`config.mk`:
```
export PLATFORM = sky130hd
export DESIGN_NAME = load_unit
export DESIGN_NICKNAME = d
export VERILOG_FILES = /design/src/rtl/load_unit.sv
export SDC_FILE = /design/constraint.sdc
export NUM_CORES = 1
export LEC_CHECK = 0
export ABC_AREA = 1
export CAP_MARGIN = 20
export CORE_ASPECT_RATIO = 2
export CORE_MARGIN = 2
export CORE_UTILIZATION = 52
export DETAILED_ROUTE_END_ITERATION = 8
export PLACE_DENSITY = 0.82
export SETUP_SLACK_MARGIN = 0.1
export SLEW_MARGIN = 20
export SYNTH_ARGS = -nofsm -noshare
export SYNTH_HDL_FRONTEND = slang
export SYNTH_SLANG_ARGS = --single-unit
```
`constraint.sdc`:
```
create_clock -name clk -period 4.96 [get_ports clk]
set_input_delay 0.992 -clock clk [delete_from_list [all_inputs] [get_ports clk]]
set_output_delay 0.992 -clock clk [all_outputs]
set_load 0.005 [all_outputs]
```
`src/rtl/load_unit.sv`:
```
// load_unit: memory-stage load unit (LB/LH/LW/LD/LBU/LHU/LWU) for XLEN 32 or 64.
// Define LOAD_MISALIGN_EN to split word-crossing loads into two reads; otherwise they fault.
module load_unit #(
  parameter int XLEN  = 32,
  parameter int TAG_W = 5
) (
  input  logic             clk,
  input  logic             rst,
  input  logic             req_valid,
  output logic             req_ready,
  input  logic [XLEN-1:0]  req_addr,
  input  logic [2:0]       req_funct3,
  input  logic [TAG_W-1:0] req_tag,
  output logic             mem_req_valid,
  input  logic             mem_req_ready,
  output logic [XLEN-1:0]  mem_addr,
  input  logic             mem_rsp_valid,
  input  logic [XLEN-1:0]  mem_rdata,
  output logic             rsp_valid,
  input  logic             rsp_ready,
  output logic [XLEN-1:0]  rsp_data,
  output logic [TAG_W-1:0] rsp_tag,
  output logic             rsp_fault,
  output logic             busy
);
  localparam int NB = XLEN / 8;
  localparam int OB = $clog2(NB);
`ifdef LOAD_MISALIGN_EN
  localparam bit MIS = 1'b1;
`else
  localparam bit MIS = 1'b0;
`endif
  typedef enum logic [2:0] {IDLE, REQ0, WAIT0, REQ1, WAIT1, RESP} state_t;
  state_t r_state, w_next;
  logic [XLEN-1:0]  r_addr, r_lo, r_data, w_base, w_ext;
  logic [2:0]       r_f3;
  logic [TAG_W-1:0] r_tag;
  logic             r_fault, w_fault_in, w_cross;
  function automatic logic crosses(input logic [OB-1:0] off, input logic [1:0] sz);
    return (5'(off) + (5'd1 << sz)) > 5'(NB);
  endfunction
  function automatic logic illegal(input logic [2:0] f3);
    return f3 == 3'b111 || (XLEN == 32 && (f3 == 3'b011 || f3 == 3'b110));
  endfunction
  // Left-justify the datum, then shift back down arithmetically or logically to extend it.
  function automatic logic [XLEN-1:0] extract(input logic [2*XLEN-1:0] v, input logic [OB-1:0] off,
                                              input logic [2:0] f3);
    logic [2*XLEN-1:0] t;
    logic [XLEN-1:0]   s;
    logic [6:0]        sh;
    t  = v >> {off, 3'b000};
    s  = t[XLEN-1:0];
    sh = 7'(XLEN) - (7'd8 << f3[1:0]);
    s  = s << sh;
    if (f3[2]) s = s >> sh;
    else s = $signed(s) >>> sh;
    return s;
  endfunction
  assign w_base     = {r_addr[XLEN-1:OB], {OB{1'b0}}};
  assign w_fault_in = illegal(req_funct3) || (!MIS && crosses(req_addr[OB-1:0], req_funct3[1:0]));
  assign w_cross    = MIS && crosses(r_addr[OB-1:0], r_f3[1:0]);
  assign w_ext      = extract(r_state == WAIT1 ? {mem_rdata, r_lo} : {{XLEN{1'b0}}, mem_rdata},
                              r_addr[OB-1:0], r_f3);
  always_ff @(posedge clk or posedge rst)
    if (rst) r_state <= IDLE;
    else r_state <= w_next;
  always_comb begin
    w_next = r_state;
    case (r_state)
      IDLE:    if (req_valid) w_next = w_fault_in ? RESP : REQ0;
      REQ0:    if (mem_req_ready) w_next = WAIT0;
      WAIT0:   if (mem_rsp_valid) w_next = w_cross ? REQ1 : RESP;
      REQ1:    if (mem_req_ready) w_next = WAIT1;
      WAIT1:   if (mem_rsp_valid) w_next = RESP;
      RESP:    if (rsp_ready) w_next = IDLE;
      default: w_next = IDLE;
    endcase
  end
  always_comb begin
    req_ready     = r_state == IDLE;
    busy          = r_state != IDLE;
    mem_req_valid = r_state == REQ0 || r_state == REQ1;
    mem_addr      = r_state == REQ0 ? w_base : r_state == REQ1 ? w_base + XLEN'(NB) : '0;
    rsp_valid     = r_state == RESP;
    rsp_data      = r_data;
    rsp_tag       = r_tag;
    rsp_fault     = r_fault;
  end
  always_ff @(posedge clk or posedge rst) begin
    if (rst) begin
      r_addr  <= '0;
      r_f3    <= '0;
      r_tag   <= '0;
      r_fault <= 1'b0;
      r_lo    <= '0;
      r_data  <= '0;
    end else begin
      if (r_state == IDLE && req_valid) begin
        r_addr  <= req_addr;
        r_f3    <= req_funct3;
        r_tag   <= req_tag;
        r_fault <= w_fault_in;
        r_data  <= '0;
      end
      if (r_state == WAIT0 && mem_rsp_valid) r_lo <= mem_rdata;
      if (mem_rsp_valid && ((r_state == WAIT0 && !w_cross) || r_state == WAIT1)) r_data <= w_ext;
    end
  end
endmodule
```
==> summary.md <==
| Metric | Value |
|---|---|
| Pre-CTS setup slack | ~1300 ps |
| Die area | between 10000 and 15000 µm² |
| Post-synth top flop | dfrtp_1 |
| I/O Buffers | about 150 |
| Worst r2r src | r_state[2] |
| HP Class | reg2reg |
| Max-cap check violation count | 0 |
| Skew final | roughly 14 ps |
| Root Driver | clkbuf_16 |
| Total Wirelength | 23300 µm |
| Die X | between 80 and 90 µm |
| Antenna Nets Post-Route | 0 |
| Layout area overhead | 25.3% |
| Global-route wire length before repair | approximately 37000 µm |
| CTS tree | done |
| Post-synthesis sequential area ratio | between 30% and 40% |
| Setup slack after layout | between 700 and 800 ps |
| Mapped Cells | between 1k and 1.5k |
| Core area | ~13000 µm² |
| Maximum vdd drop | 0.000382 V |
| CTS Hold Bufs | 0 |
| Max-slew violations | 0 |
| Final-stage net count | around 1.2k |
| Final setup fails | 0 |
| Setup crit end kind | primary output |
| Vias in the first global route | around 7.5k |
| NetSw | 2.56 mW |
| Non-Filler Instances | about 1.3k |
| Drt first pass iters | 9 |
| Clock Power Share | between 10 and 15% |
| Residual DRC count | 8 |
| Row count | 59 |
| Power per cell area | ~600 nW/µm² |
| Initial Util | between 50% and 60% |
| Unrepaired setup endpoints after global routing | no |
| Gate power share | ~55% |
| Max_slew headroom | between 30% and 40% |
| Post-placement cell count | approximately 1.3k |
| CTS Sinks | 108 |
| Yosys warns | 0 |
| Final HPWL DP | roughly 17000 µm |
| Sw Share | 47.7% |
| Slowest stage delay, CP | 650 ps |
| Largest net degree at the start of global routing | between 70 and 80 |
| Critical path peak fanout | 21 |
| Required time at the worst-slack endpoint | around 4000 ps |
| Worst Path Buf+Inv | 2 |
| Remaining global-route overflow | 0 |
| Routed via count | about 7.4k |
| CTS buffer count | 9 |
| Yosys cell types | 46 |
| Mapped Area | 6960 µm² |
| Setup Fix Bufs, Post-CTS | 0 |
| Total GRT Usage | roughly 33% |
| CP Class | reg2out |
| Top-Level Pins | 152 |
| Min-delay src | rsp_tag[3] |
| Gpl congestion | about 0.97 |
| Type of origin of the critical path | flip-flop |
| Period utilisation layout | between 80% and 90% |
| CTS H-Tree Depth | 3 |
| Outcome | finished, violations left |
| Post-synth EDFFs | 0 |
| Synthesized flop and latch total | around 110 |
| Post-synth ARST share | between 90% and 100% |
| Lkg Pwr | around 4 nW |
| Clock Path Buffers | 2 |
| Initial antenna violation count | 0 |
| DRT iter0 DRCs | 618 |
| Share of cells above drive strength 1 | 4.67% |
| Critical path launch point | r_state[2] |
| Post-cts sizing count | 0 |
| Crit-path cells | nor2_1 > nand2_1 > inv_1 > o21ai_0 > o22ai_1 > clkdlybuf4s50_1 |
| Antenna fix cells | 0 |
| Top delay family on crit path | buffers and inverters |
| Worst-path clk slew | ~80 ps |
| Reg power frac | between 30% and 40% |
| Maximum operating frequency | roughly 240 MHz |
| Worst-skew pair later-pin latency | around 360 ps |
| Fin Setup TNS | 0 ps |
| Die H | 168 µm |
| Worst-Margin Slew | 1010 ps |
| Final period demand of the worst path | between 4000 and 5000 ps |
| Power Internal | roughly 2.8 mW |
| Crit path arrival time | between 3000 and 4000 ps |
| Routed len/inst | 18.1 µm |
| Post-synthesis area per instance | 6.85 µm² |
| Failing checks | design-rule violations |
| Vias per cell | 5.72 |
| Crit-path slowest cell | dfrtp_1 |
| Final hold violations | 0 |
synth_stat cells (all sizes together), types with 4 or more instances:
cell type	number	area share [%]
nand3	107	7.8
clkbuf	18	0.97
xor2	4	0.50
a211oi	4	0.43
nand3b	5	0.54
dfrtp	108	39
o21ai	152	11
o22ai	6	0.54
nor3	17	1.3
nand4	9	0.90
o31ai	5	0.54
o211ai	13	1.5
nand2	301	17
nor2	63	4.1
buf	32	3.1
a21oi	32	2.4
inv	115	6.2
or2	7	0.63
worst reg2reg max path, delay by kind of cell (launching register included):
kind	cells	cell delay [ps]
buffers and inverters	3	560
AOI/OAI and AO/OA	2	380
and+or+nand+nor	3	1070
DFF	1	820
power by group through the flow:
stage	logic, mW	clock network (mW)	registers, mW
floorplan	1.89	0	1.55
detailed placement	2.88	0	1.68
finish	2.94	0.752	1.68
CTS	2.90	0.758	1.67
global route	3.26	0.786	1.73
global placement	2.84	0	1.67
registers in the layout, summed over array words and instances (netlist names):
register and flops:
r_state 3, r_addr 32, r_f3 3, rsp_data 32, r_lo 32, rsp_fault 1, rsp_tag 5
path summary, 6_finish.rpt:
check | endpoint | slack [ps] | cells after the start
setup / recovery | mem_addr[19] | 790 | 6
hold / removal | rsp_tag[3] | 480 | 2
setup reg to reg | rsp_data[7] | 2030 | 8
hold reg to reg | rsp_tag[3] | 480 | 2
max in group asynchronous | r_f3[1] | 2970 | 3
min in group asynchronous | r_lo[28] | 1120 | 2
cells in the final DEF (no fill, tap or decap), types with 5 or more instances in the layout:
master             n
nor3_1            16
buf_4              5
clkdlybuf4s50_1  149
inv_2              6
o21ai_0          129
nand3b_1           5
o31ai_1            5
nand4_1            8
nand2_1          295
o211ai_1          12
inv_1            107
dfrtp_1          108
a21oi_1           31
nor2_1            54
clkbuf_16          9
o21ai_1           23
o22ai_1            6
nand3_1          105
metrics by stage:
stage / area (µm²) / power [mW] / hold WS, ps / util, %
after global placement: 8410 / 4.51 / 454 / 64.4
after global routing: 8720 / 5.77 / 507 / 66.7
final: 8720 / 5.37 / 484 / 66.7
after CTS: 8710 / 5.33 / 487 / 66.7
after floorplan: 6960 / 3.44 / 444 / -
after detailed placement: 8410 / 4.56 / 465 / 64.4
kinds of logic (layout without fill, tap and decap cells):
logic type	Yosys count	in the layout	synth area share, %
xor gates and xnor gates	4	4	0.503
buffers and inverters	167	286	10.4
other	1	2	0.0539
and+or+nand+nor	513	513	32.2
adders and majority gates	4	4	0.827
AOI/OAI and AO/OA	219	219	17.2
DFF	108	108	38.8
layer usage:
metal / GRT usage, % / part of all wire (%)
met3: 5.22 / 5.3
met4: 22.4 / 7.3
met1: 32.1 / 33
met5: 0 / 0
met2: 61.4 / 55
area by class of cell:
class	instances	area (µm²)
Fill cell	1181	4350
Multi-Input combinational cell	742	3550
Sequential cell	108	2700
Timing Repair Buffer	154	1530
Inverter	117	444
Clock buffer	9	225
Tap cell	152	190
Clock inverter	6	72.6
Power figures use the tool's default switching activity.
